## config.mk

```make
export PLATFORM = sky130hd
export DESIGN_NAME = p10_tx_buf
export DESIGN_NICKNAME = d
export VERILOG_FILES = /design/src/rtl/p10_pkg_common.sv /design/src/rtl/p10_sync_fifo.sv /design/src/rtl/p10_tx_buf.sv
export SDC_FILE = /design/constraint.sdc
export NUM_CORES = 1
export LEC_CHECK = 0
export CAP_MARGIN = 20
export CORE_MARGIN = 3
export CORE_UTILIZATION = 55
export CTS_BUF_LIST = sky130_fd_sc_hd__clkbuf_8
export DETAILED_ROUTE_END_ITERATION = 10
export PLACE_DENSITY = 0.86
export SYNTH_ARGS = -nofsm -noshare
export SYNTH_HDL_FRONTEND = slang
export SYNTH_SLANG_ARGS = --single-unit
```

## constraint.sdc

```tcl
create_clock -name clk -period 3.68 [get_ports clk]
set_input_delay 0.736 -clock clk [delete_from_list [all_inputs] [get_ports clk]]
set_output_delay 0.736 -clock clk [all_outputs]
set_load 0.03 [all_outputs]
```

## src/rtl/p10_pkg_common.sv

```systemverilog
// Shared types and defaults for the p10 transmit path.
package p10_pkg_common;

  typedef enum logic [1:0] {IDLE, ACK, BUSY, GAP} p10_txq_state_t;

  localparam int P10_TXQ_DEPTH = 16;

  // Bits needed for a counter running 0..max_val-1, never less than one.
  function automatic int p10_cnt_width(input int max_val);
    return (max_val < 2) ? 1 : $clog2(max_val);
  endfunction

endpackage

```

## src/rtl/p10_sync_fifo.sv

```systemverilog
// Synchronous FIFO with registered occupancy level and same-cycle push/pop.
module p10_sync_fifo #(
  parameter int DEPTH      = 16,
  parameter int DATA_WIDTH = 8,
  localparam int AW = $clog2(DEPTH),
  localparam int LW = $clog2(DEPTH + 1)
) (
  input  logic                  clk,
  input  logic                  rst_n,
  input  logic                  clear,
  input  logic                  push,
  input  logic                  pop,
  input  logic [DATA_WIDTH-1:0] wdata,
  output logic [DATA_WIDTH-1:0] rdata,
  output logic [LW-1:0]         level,
  output logic                  full,
  output logic                  empty
);

  logic [DATA_WIDTH-1:0] mem_q [DEPTH];
  logic [AW-1:0]         wr_ptr_q;
  logic [AW-1:0]         rd_ptr_q;
  logic [LW-1:0]         level_q;
  logic                  do_push;
  logic                  do_pop;

  assign full  = (level_q == LW'(DEPTH));
  assign empty = (level_q == '0);
  assign rdata = mem_q[rd_ptr_q];
  assign level = level_q;

  // A write into a full buffer is only taken when the head leaves in the same cycle.
  assign do_pop  = pop && !empty && !clear;
  assign do_push = push && (!full || do_pop) && !clear;

  always_ff @(posedge clk or negedge rst_n) begin
    if (!rst_n) begin
      wr_ptr_q <= '0;
      rd_ptr_q <= '0;
      level_q  <= '0;
    end else if (clear) begin
      wr_ptr_q <= '0;
      rd_ptr_q <= '0;
      level_q  <= '0;
    end else begin
      if (do_push) wr_ptr_q <= wr_ptr_q + AW'(1);
      if (do_pop)  rd_ptr_q <= rd_ptr_q + AW'(1);
      if (do_push && !do_pop)      level_q <= level_q + LW'(1);
      else if (do_pop && !do_push) level_q <= level_q - LW'(1);
    end
  end

  always_ff @(posedge clk) begin
    if (do_push) mem_q[wr_ptr_q] <= wdata;
  end

endmodule

```

## src/rtl/p10_tx_buf.sv

```systemverilog
// Buffers p10 transmit bytes and paces them into the UART one at a time.
// Optional byte statistics (tx_cnt/drop_cnt) when P10_TX_BUF_STATS_EN is defined.
module p10_tx_buf
  import p10_pkg_common::*;
#(
  parameter int DEPTH       = P10_TXQ_DEPTH,
  parameter int DATA_WIDTH  = 8,
  parameter int GAP_CYCLES  = 0,
  parameter int ACK_TIMEOUT = 8,
  localparam int LW = $clog2(DEPTH + 1)
) (
  input  logic                  clk,
  input  logic                  rst,
  input  logic [DATA_WIDTH-1:0] in_d,
  input  logic                  in_v,
  output logic                  full,
  output logic [DATA_WIDTH-1:0] out_d,
  output logic                  out_v,
  input  logic                  out_rdy,
  input  logic                  flush,
  output logic [LW-1:0]         level,
  output logic                  ovf,
  output logic                  lost
`ifdef P10_TX_BUF_STATS_EN
  ,
  output logic [15:0]           tx_cnt,
  output logic [15:0]           drop_cnt
`endif
);

  localparam int CNT_MAX = (ACK_TIMEOUT > GAP_CYCLES) ? ACK_TIMEOUT : GAP_CYCLES;
  localparam int CW      = p10_cnt_width(CNT_MAX);
  localparam logic [CW-1:0] ACK_LAST = CW'(ACK_TIMEOUT - 1);
  localparam logic [CW-1:0] GAP_LAST = CW'((GAP_CYCLES > 0) ? GAP_CYCLES - 1 : 0);

  p10_txq_state_t        state_q;
  logic [CW-1:0]         cnt_q;
  logic [DATA_WIDTH-1:0] out_d_q;
  logic                  out_v_q;
  logic                  ovf_q;
  logic                  lost_q;
  logic [DATA_WIDTH-1:0] head;
  logic                  fifo_empty;
  logic                  pop;
  logic                  drop;

  assign pop  = (state_q == IDLE) && !fifo_empty && out_rdy && !flush;
  assign drop = in_v && full && !pop && !flush;

  p10_sync_fifo #(
    .DEPTH      (DEPTH),
    .DATA_WIDTH (DATA_WIDTH)
  ) u_fifo (
    .clk   (clk),
    .rst_n (rst),
    .clear (flush),
    .push  (in_v),
    .pop   (pop),
    .wdata (in_d),
    .rdata (head),
    .level (level),
    .full  (full),
    .empty (fifo_empty)
  );

  // cnt_q is shared: ACK timeout while waiting for rdy to drop, then the gap length.
  // flush leaves the handshake of an already launched byte running.
  always_ff @(posedge clk or negedge rst) begin
    if (!rst) begin
      state_q <= IDLE;
      cnt_q   <= '0;
      out_d_q <= '0;
      out_v_q <= 1'b0;
      ovf_q   <= 1'b0;
      lost_q  <= 1'b0;
    end else begin
      out_v_q <= 1'b0;
      case (state_q)
        IDLE: begin
          if (pop) begin
            out_d_q <= head;
            out_v_q <= 1'b1;
            cnt_q   <= '0;
            state_q <= ACK;
          end
        end
        ACK: begin
          if (!out_rdy) begin
            state_q <= BUSY;
          end else if (cnt_q == ACK_LAST) begin
            lost_q  <= 1'b1;
            state_q <= IDLE;
          end else begin
            cnt_q <= cnt_q + CW'(1);
          end
        end
        BUSY: begin
          if (out_rdy) begin
            cnt_q   <= '0;
            state_q <= (GAP_CYCLES > 0) ? GAP : IDLE;
          end
        end
        GAP: begin
          if (cnt_q == GAP_LAST) state_q <= IDLE;
          else                   cnt_q   <= cnt_q + CW'(1);
        end
        default: state_q <= IDLE;
      endcase
      if (drop) ovf_q <= 1'b1;
      if (flush) begin
        ovf_q  <= 1'b0;
        lost_q <= 1'b0;
      end
    end
  end

  assign out_d = out_d_q;
  assign out_v = out_v_q;
  assign ovf   = ovf_q;
  assign lost  = lost_q;

`ifdef P10_TX_BUF_STATS_EN
  logic [15:0] tx_cnt_q;
  logic [15:0] drop_cnt_q;

  always_ff @(posedge clk or negedge rst) begin
    if (!rst) begin
      tx_cnt_q   <= '0;
      drop_cnt_q <= '0;
    end else if (flush) begin
      tx_cnt_q   <= '0;
      drop_cnt_q <= '0;
    end else begin
      if (pop)  tx_cnt_q   <= tx_cnt_q + 16'd1;
      if (drop) drop_cnt_q <= drop_cnt_q + 16'd1;
    end
  end

  assign tx_cnt   = tx_cnt_q;
  assign drop_cnt = drop_cnt_q;
`endif

endmodule

```

==> metrics.txt <==
status complete, no violations; Final period util 0.888; Tot GR Track Use 0.198; max cap viols 0; total power 4630 uW; # setup viols final 0; Slew HR 0.302; critical path launch point type flip-flop; CTS clk-pin slew, worst paths 80 ps; largest net degree at the start of global routing 36; CP bufs+invs 0; Post-Syn Instances 370; Inst Count DP 543; Finished Layout Cells 575; clk buf depth 2; Sink Count 157; Detail Placement HPWL 7790 um; Max rail drop VDD 507 uV; drt first pass iters 5; post-route cell area 0.00747 mm^2; Post-Route WL 12000 um; post-cts sizing count 0; Port Buffer Count 29; Via Count 3460; final RePlAce weighted congestion 0.798; crit path cell chain or4_4 > o21ai_2 > o2111ai_1 > ha_1 > a21oi_1 > nand2_1 > or4_1 > a41oi_1; 1st-iter DRT viols 277; CP max stage cell or4_4; number of synthesized flops with an enable pin 128; Final Max Slew Viols 0; post-route ant nets 0; die area 0.0134 mm^2; Vias/cell 6.02; critical path fanouts, max 7; final hold vios 0; share of the yosys chip area belonging to registers 0.692; most frequent cells in the layout edfxtp_1 (128), mux4_2 (32), nor2_1 (31); syn nets 396; die width 116 um; crit path kind reg2reg; dominant synthesized flop cell edfxtp_1; first-pass GRT wire length 19200 um; final core utilization 0.646; Synth cell types 54; yosys warns 0; Post-synth ARST share 0.185; dpl cell area 0.00713 mm^2; power density over the cells 620 mW/mm^2; metal2 WL 6070 um; HP Class reg2reg; WL/cell 20.9 um; Post-Route Setup TNS 0 ps; CTS Buf Count 17; slew at the pin with the worst max-slew slack 1050 ps; core area 0.0116 mm^2; fraction of layout cells with a size suffix above 1 0.234; fmax 0.306 GHz; initial core utilization 0.571; crit path DAT 3620 ps; wire length on met3 822 um; detailed-routing wirelength on met1 4920 um; Critical Path Max Stage Delay 650 ps; P_leak 0.00253 uW; Tmin final 3270 ps; Antenna diodes 0; Layout Skew 16.2 ps; Synth Register Bits 157; CP top delay family simple AND/OR/NAND/NOR gates; I/O pin total 30; Worst EP required 4030 ps; CP Capture Type flip-flop; RSZ-0062 raised after global routing false; Residual DRC 0; most common cell after layout, fill and taps aside edfxtp_1; number of global-route vias before repair 3630; initial antenna violation count 0; nets 445; Setup Fix Bufs, Post-CTS 0; Highest Signal Layer met4; Root Driver clkbuf_8; grt ovf 0; Post-Syn Area 0.00661 mm^2; CTS tree done; Post-CTS Hold Fix Bufs 0; synthesis-to-finish area growth 13.1%; Die Ht 116 um; clock latency on the worst-skew pair 450 ps; CTS HTree Levels 4; Rows 39; Syn Area/Cell 17.9 um^2
==> state kept, by name, summed over array words and instances, names as in the netlist <==
name,cells
u_fifo.mem_q,128
out_d,8
u_fifo.level,5
u_fifo.rd_ptr_q,4
u_fifo.wr_ptr_q,4
cnt_q,3
state_q,2
lost,1
out_v,1
ovf,1
==> cell families after synthesis <==
kind of cell / synth area share
simple gates: 0.0563
compound gates: 0.0534
xor+xnor: 0.00928
buf+inv: 0.0193
fa+ha+maj: 0.0258
mux: 0.144
flops: 0.692
==> worst min-delay path: cells and delay by family, from the launching register on <==
family             cells  cell delay, ps
AOI/OAI and AO/OA      1              50
DFF                    1             360
and+or+nand+nor        1              60
==> worst paths after layout <==
check / cells after the start / to / slack (ps) / startpoint
setup / recovery: 8 / u_fifo.level[4]$_DFFE_PN0P_ / 410 / u_fifo.level[0]$_DFFE_PN0P_
hold / removal: 2 / out_d[5]$_DFFE_PN0P_ / 510 / out_d[5]$_DFFE_PN0P_
setup reg to reg: 8 / u_fifo.level[4]$_DFFE_PN0P_ / 410 / u_fifo.level[0]$_DFFE_PN0P_
hold reg to reg: 2 / out_d[5]$_DFFE_PN0P_ / 510 / out_d[5]$_DFFE_PN0P_
max in group asynchronous: 2 / u_fifo.rd_ptr_q[0]$_DFFE_PN0P_ / 2690 / rst
min in group asynchronous: 2 / ovf$_DFFE_PN0P_ / 680 / rst
==> final cells by class <==
cell class	count	area (um^2)
Sequential cell	157	4570
Clock buffer	19	262
Fill cell	809	4090
Inverter	9	36.3
Tap cell	143	179
Multi-Input combinational cell	186	1910
Clock inverter	13	80.1
Timing Repair Buffer	48	433
==> cells in the mapped netlist, types with 5 or more instances <==
| cell | count | share of area |
|---|---|---|
| buf_2 | 6 | 0.0045 |
| clkbuf_1 | 8 | 0.0045 |
| dfrtp_1 | 29 | 0.11 |
| edfxtp_1 | 128 | 0.58 |
| ha_1 | 12 | 0.023 |
| inv_1 | 8 | 0.0045 |
| mux2i_1 | 21 | 0.032 |
| mux4_2 | 32 | 0.11 |
| nand2_1 | 22 | 0.013 |
| nand3_1 | 5 | 0.0038 |
| nor2_1 | 31 | 0.018 |
| o221ai_2 | 8 | 0.018 |
==> report_power, final <==
group	total (uW)	internal, uW	switching, uW
logic	1340	624	712
clock network	1100	494	608
registers	2190	2040	152
==> through the flow <==
stage          setup WS, ps  hold WS (ps)
2_1_floorplan           569           440
3_3_place_gp            394           489
3_5_place_dp            293           478
4_1_cts                 441           513
5_1_grt                 252           547
6_report                414           509
==> metal layers <==
layer | up-vias | GRT usage
li1 | 1558 | -
met1 | 1752 | 0.254
met2 | 133 | 0.325
met3 | 17 | 0.0564
met4 | 0 | 0.0728
met5 | - | 0
No activity file was read; power rests on OpenSTA's default activity.
